===== config.mk =====
export PLATFORM = sky130hd
export DESIGN_NAME = alu_operand_stage
export DESIGN_NICKNAME = d
export VERILOG_FILES = /design/src/rtl/alu_operand_stage.sv
export SDC_FILE = /design/constraint.sdc
export NUM_CORES = 1
export LEC_CHECK = 0
export CAP_MARGIN = 10
export CORE_MARGIN = 2
export CORE_UTILIZATION = 58
export CTS_CLUSTER_DIAMETER = 60
export DETAILED_ROUTE_END_ITERATION = 8
export DONT_BUFFER_PORTS = 1
export PLACE_DENSITY = 0.77
export SLEW_MARGIN = 20
export SYNTH_ARGS = -nofsm -noshare
export SYNTH_HDL_FRONTEND = slang
export SYNTH_SLANG_ARGS = --single-unit
export TNS_END_PERCENT = 20

===== constraint.sdc =====
create_clock -name clk -period 2.4 [get_ports clk]
set_input_delay 0.48 -clock clk [delete_from_list [all_inputs] [get_ports clk]]
set_output_delay 0.48 -clock clk [all_outputs]
set_load 0.02 [all_outputs]

===== src/rtl/alu_operand_stage.sv =====
// Operand-fetch / write-back stage beside a combinational ALU. It owns the 16x32 register file and the flags.
// Only one instruction is in flight at a time: IDLE -> READ -> EXEC -> WB.
module alu_operand_stage #(
  parameter int DATA_W   = 32,
  parameter int ADDR_W   = 4,
  parameter int NUM_REGS = 16
) (
  input  logic              clk,
  input  logic              rst_n,
  input  logic              issue_valid,
  output logic              issue_ready,
  input  logic [ADDR_W-1:0] rs_addr,
  input  logic [ADDR_W-1:0] rt_addr,
  input  logic [ADDR_W-1:0] rd_addr,
  input  logic [15:0]       imm,
  input  logic              use_imm,
  input  logic [4:0]        shamt_in,
  input  logic [3:0]        alu_ctrl_in,
  input  logic              wr_en_in,
  output logic [DATA_W-1:0] alu_inp1,
  output logic [DATA_W-1:0] alu_inp2,
  output logic [4:0]        alu_shamt,
  output logic [3:0]        alu_ctrl,
  input  logic [DATA_W-1:0] alu_out,
  input  logic              alu_carry,
  input  logic              alu_neg,
  input  logic              alu_zero,
  output logic              done,
  output logic [DATA_W-1:0] result,
  output logic              flag_carry,
  output logic              flag_neg,
  output logic              flag_zero,
  input  logic [ADDR_W-1:0] dbg_addr,
  output logic [DATA_W-1:0] dbg_data
);

  typedef enum logic [1:0] {S_IDLE, S_READ, S_EXEC, S_WB} state_t;

  state_t state, state_nxt;

  logic [DATA_W-1:0]        regs [NUM_REGS];
  logic [ADDR_W-1:0]        rs_p0, rt_p0, rd_p0;
  logic signed [15:0]       imm_p0;
  logic                     use_imm_p0, wr_en_p0;
  logic [4:0]               shamt_p0;
  logic [3:0]               ctrl_p0;
  logic signed [DATA_W-1:0] op1_p1, op2_p1;

  function automatic logic signed [DATA_W-1:0] sext_imm(input logic signed [15:0] v);
    return {{(DATA_W-16){v[15]}}, v};
  endfunction

  always_ff @(posedge clk or negedge rst_n) begin
    if (!rst_n) state <= S_IDLE;
    else        state <= state_nxt;
  end

  always_comb begin
    state_nxt = S_IDLE;
    case (state)
      S_IDLE:  state_nxt = issue_valid ? S_READ : S_IDLE;
      S_READ:  state_nxt = S_EXEC;
      S_EXEC:  state_nxt = S_WB;
      S_WB:    state_nxt = S_IDLE;
      default: state_nxt = S_IDLE;
    endcase
  end

  always_comb begin
    issue_ready = (state == S_IDLE);
    done        = (state == S_WB);
  end

  // p0: instruction fields latched at the accepting edge
  always_ff @(posedge clk or negedge rst_n) begin
    if (!rst_n) begin
      rs_p0      <= '0;
      rt_p0      <= '0;
      rd_p0      <= '0;
      imm_p0     <= '0;
      use_imm_p0 <= 1'b0;
      shamt_p0   <= '0;
      ctrl_p0    <= '0;
      wr_en_p0   <= 1'b0;
    end else if (state == S_IDLE && issue_valid) begin
      rs_p0      <= rs_addr;
      rt_p0      <= rt_addr;
      rd_p0      <= rd_addr;
      imm_p0     <= imm;
      use_imm_p0 <= use_imm;
      shamt_p0   <= shamt_in;
      ctrl_p0    <= alu_ctrl_in;
      wr_en_p0   <= wr_en_in;
    end
  end

  // p1: operands read from the register file during READ
  always_ff @(posedge clk or negedge rst_n) begin
    if (!rst_n) begin
      op1_p1 <= '0;
      op2_p1 <= '0;
    end else if (state == S_READ) begin
      op1_p1 <= regs[rs_p0];
      op2_p1 <= use_imm_p0 ? sext_imm(imm_p0) : regs[rt_p0];
    end
  end

  assign alu_inp1  = op1_p1;
  assign alu_inp2  = op2_p1;
  assign alu_shamt = shamt_p0;
  assign alu_ctrl  = ctrl_p0;

  // p2: ALU result and flags captured at the end of EXEC
  always_ff @(posedge clk or negedge rst_n) begin
    if (!rst_n) begin
      result     <= '0;
      flag_carry <= 1'b0;
      flag_neg   <= 1'b0;
      flag_zero  <= 1'b0;
    end else if (state == S_EXEC) begin
      result     <= alu_out;
      flag_carry <= alu_carry;
      flag_neg   <= alu_neg;
      flag_zero  <= alu_zero;
    end
  end

  // Write-back lands on the edge that leaves WB, so the next READ always sees it
  always_ff @(posedge clk or negedge rst_n) begin
    if (!rst_n) begin
      for (int i = 0; i < NUM_REGS; i++) regs[i] <= '0;
    end else if (state == S_WB && wr_en_p0) begin
      regs[rd_p0] <= result;
    end
  end

  assign dbg_data = regs[dbg_addr];

endmodule


==> results by group <==
Pwr
  – Reg power frac: 40.7%
  – Combinational Power Share: 39.3%
  – Clock power frac: 19.9%
  – NetSw: 0.0200 W
  – VDD IR max: 0.000828 V
  – P_leak: 17.5 nW
  – Net Sw Frac: 36.7%
  – Internal power: 0.0345 W
  – Power per cell area: 1360 nW/µm²

Setup path
  – Crit path to: dbg_data[11]
  – Worst-path cell with the longest stage delay: mux4_2
  – CP Cell Sequence: mux4_2 -> mux4_2
  – Worst Setup SP: regs[43]
  – CP max stage delay: 0.62 ns
  – Reg2Reg Capture Point: regs[239]
  – R2R Path Start: state[0]
  – Levels on crit path: 2
  – Crit. End Element: output pin
  – WS Path Type: reg -> out
  – WP data arrival: 2.12 ns
  – WP data required: 1.92 ns
  – Crit-path max FO: 4
  – CP dominant cell by count: mux4_2
  – CP bufs+invs: 0
  – Element type at the critical path start: flip-flop
  – R2R setup slack: 0.05 ns
  – Cell family with most CP delay: multiplexers
  – R2R depth: 5

Floorplan
  – Core area: 60600 µm²
  – Die H: 252 µm
  – Starting Density: 59.0%
  – Die footprint: 63600 µm²
  – FP Rows: 90
  – Die X: 252 µm
  – I/O Pins: 223

Placement
  – Port Buffers: 0
  – Final Wtd Congestion: 0.851
  – Detail Placement HPWL: 63000 µm
  – Placed standard-cell area: 37200 µm²
  – Placement Setup Slack: 0.137 ns

Yosys
  – Syn avg cell area: 16.3 µm²
  – Count leader, synth: dfrtp_1
  – Sequential area share after synthesis: 45.7%
  – Seq cells post-synth: 652
  – Post-synth ARST share: 100%
  – Yosys warns: 0
  – Post-synth EDFFs: 0
  – Most instantiated cells after synthesis: dfrtp_1 (652), mux2_2 (543), mux4_2 (416), clkbuf_1 (93), buf_2 (84)
  – Post-Synthesis Cell Area: 35700 µm²
  – Cell taking the most area after synthesis: dfrtp_1
  – Ranking of synthesized cells by area: dfrtp_1 (46%), mux4_2 (26%), mux2_2 (17%)
  – Cells after Synth: 2193
  – Synth cell types: 34
  – Synthesized netlist net count: 2278
  – Synth top area share: 45.7%
  – Main synth FF type: dfrtp_1

CTS
  – CTS tree: built
  – Root buffer cell: clkbuf_16
  – Clock-pin transition on the worst setup and hold timing paths: 0.06 ns
  – H-tree levels: 3
  – Hold buffers post-CTS: 31
  – CTS max path bufs: 3
  – Clock latency on the worst-skew pair: 0.62 ns
  – Clock Sinks: 652
  – CTS Buf Count: 71

Route
  – Post-Route WL: 105000 µm
  – Via count: 22800
  – Detailed Routing Iterations Pass 1: 6
  – Drc violations: 0
  – Drt initial violations: 2784
  – Via/cell ratio: 7.41
  – Wire per inst: 34.0 µm
  – ANT nets after route: 0

GRT
  – Largest net degree at the start of global routing: 653
  – Initial antenna violation count: 4
  – First-pass GRT wire length: 157000 µm
  – Grt ovf: 0
  – Total GRT Usage: 33.6%
  – Vias in the first global route: 23900

Timing
  – Final WS setup: -0.204 ns
  – Hold Violations, Final: 504
  – Hold WS: -0.393 ns
  – Count of final setup violators: 32
  – Final Max Slew Viols: 312
  – Final worst path period share: 109%
  – Fin crit period: 2.60 ns
  – Max-slew headroom: -36.3%
  – RSZ-0062 raised after global routing: true
  – Worst clock skew: 0.0229 ns
  – Fmax: 384 MHz
  – Worst-Margin Slew: 2.04 ns

Layout
  – Nets: 2325
  – Area Overhead vs Synth: 12.3%
  – Layout cells sized above 1: 54.9%
  – Design area: 40100 µm²

Status
  – Status: finished, violations left
  – Failing checks: negative hold slack, max-slew violations, negative setup slack

Run
  – Max Cap Viol: 0

Min path
  – Worst hold path type: in -> async
metal layers:
metal / track usage, % / up-vias / part of all wire (%)
li1: - / 8890 / -
met1: 45.7 / 12300 / 37
met2: 51.8 / 1305 / 48
met3: 8.20 / 305 / 10
met4: 15.8 / 6 / 5.0
met5: 0 / - / 0.032
power groups by stage:
stage / sequential, W / combinational (W) / clock [W]
after floorplan: 0.0193 / 0.0165 / 0
after global placement: 0.0217 / 0.0201 / 0
after detailed placement: 0.0222 / 0.0206 / 0
after CTS: 0.0219 / 0.0212 / 0.0110
after global routing: 0.0228 / 0.0225 / 0.0114
final: 0.0222 / 0.0214 / 0.0109
cell families (layout without fill, tap and decap cells):
group | after synthesis | count (layout) | synth area share, %
flip-flops | 652 | 652 | 45.7
other | 0 | 1 | 0
adder cells (fa/ha/maj) | 4 | 4 | 0.140
AND/OR/NAND/NOR | 82 | 82 | 1.22
AO/OA/AOI/OAI | 129 | 129 | 2.43
buffers and inverters | 226 | 324 | 2.99
multiplexers | 1100 | 1100 | 47.6
metrics by stage:
| stage | instances | setup TNS, ns | utilization, % | power [W] |
|---|---|---|---|---|
| 2_1_floorplan | 2193 | -0.319 | - | 0.0358 |
| 3_3_place_gp | 2869 | 0 | 61.3 | 0.0418 |
| 3_5_place_dp | 2869 | 0 | 61.3 | 0.0428 |
| 4_1_cts | 3060 | -6.06 | 66.1 | 0.0541 |
| 5_1_grt | 3074 | -6.35 | 66.2 | 0.0567 |
| 6_report | 3074 | -5.36 | 66.2 | 0.0545 |
timing repair:
action,4_1_cts,5_1_grt
resized for setup,1,0
setup endpoints to repair,32,32
setup buffers,36,13
endpoints found under the hold margin,683,652
flip-flops by register name (all words and copies together), names as in the netlist:
name,flops
regs,512
alu_inp1,32
alu_inp2,32
result,32
imm_p0,16
alu_shamt,5
alu_ctrl,4
rd_p0,4
rs_p0,4
rt_p0,4
state,2
flag_carry,1
flag_neg,1
flag_zero,1
use_imm_p0,1
wr_en_p0,1
how the worst min path moves through the flow:
stage                     slack, ns   from  depth (start not counted)           to
after floorplan                0.18  rst_n                          0  alu_ctrl[0]
after global placement         0.25  rst_n                          0   result[15]
after detailed placement       0.26  rst_n                          0   result[18]
after CTS                     -0.39  rst_n                          0    regs[442]
after global routing          -0.41  rst_n                          0    regs[399]
final                         -0.39  rst_n                          0   result[14]
cells in the final DEF, fill, tap and decap left out, drive strengths merged, types with 2 or more instances in the layout:
cell / synthesis / layout
mux4: 416 / 416
nor2: 11 / 11
dfrtp: 652 / 652
a222oi: 32 / 32
nand2b: 3 / 3
clkbuf: 94 / 108
mux2i: 66 / 66
o31ai: 10 / 10
nand4b: 2 / 2
nand3: 15 / 15
buf: 128 / 165
ha: 4 / 4
or4: 2 / 2
a22oi: 15 / 15
bufinv: 0 / 3
nor3: 4 / 4
dlygate4sd3: 0 / 31
nand2: 20 / 20
and3: 16 / 16
inv: 4 / 6
or3: 2 / 2
o21ai: 40 / 40
clkinv: 0 / 11
nor3b: 2 / 2
a21oi: 32 / 32
mux2: 618 / 618
area by class of cell:
class                   instances  area (µm²)
diodes                          1        2.50
clock buffers                 108        2090
clock inverters                16         185
fillers                      4085       20500
inverters                       4        15.0
multi-input cells            1315       18500
flip-flops and latches        652       16300
well taps                     782         978
repair buffers                196        2050
No activity file was read; power rests on OpenSTA's default activity.
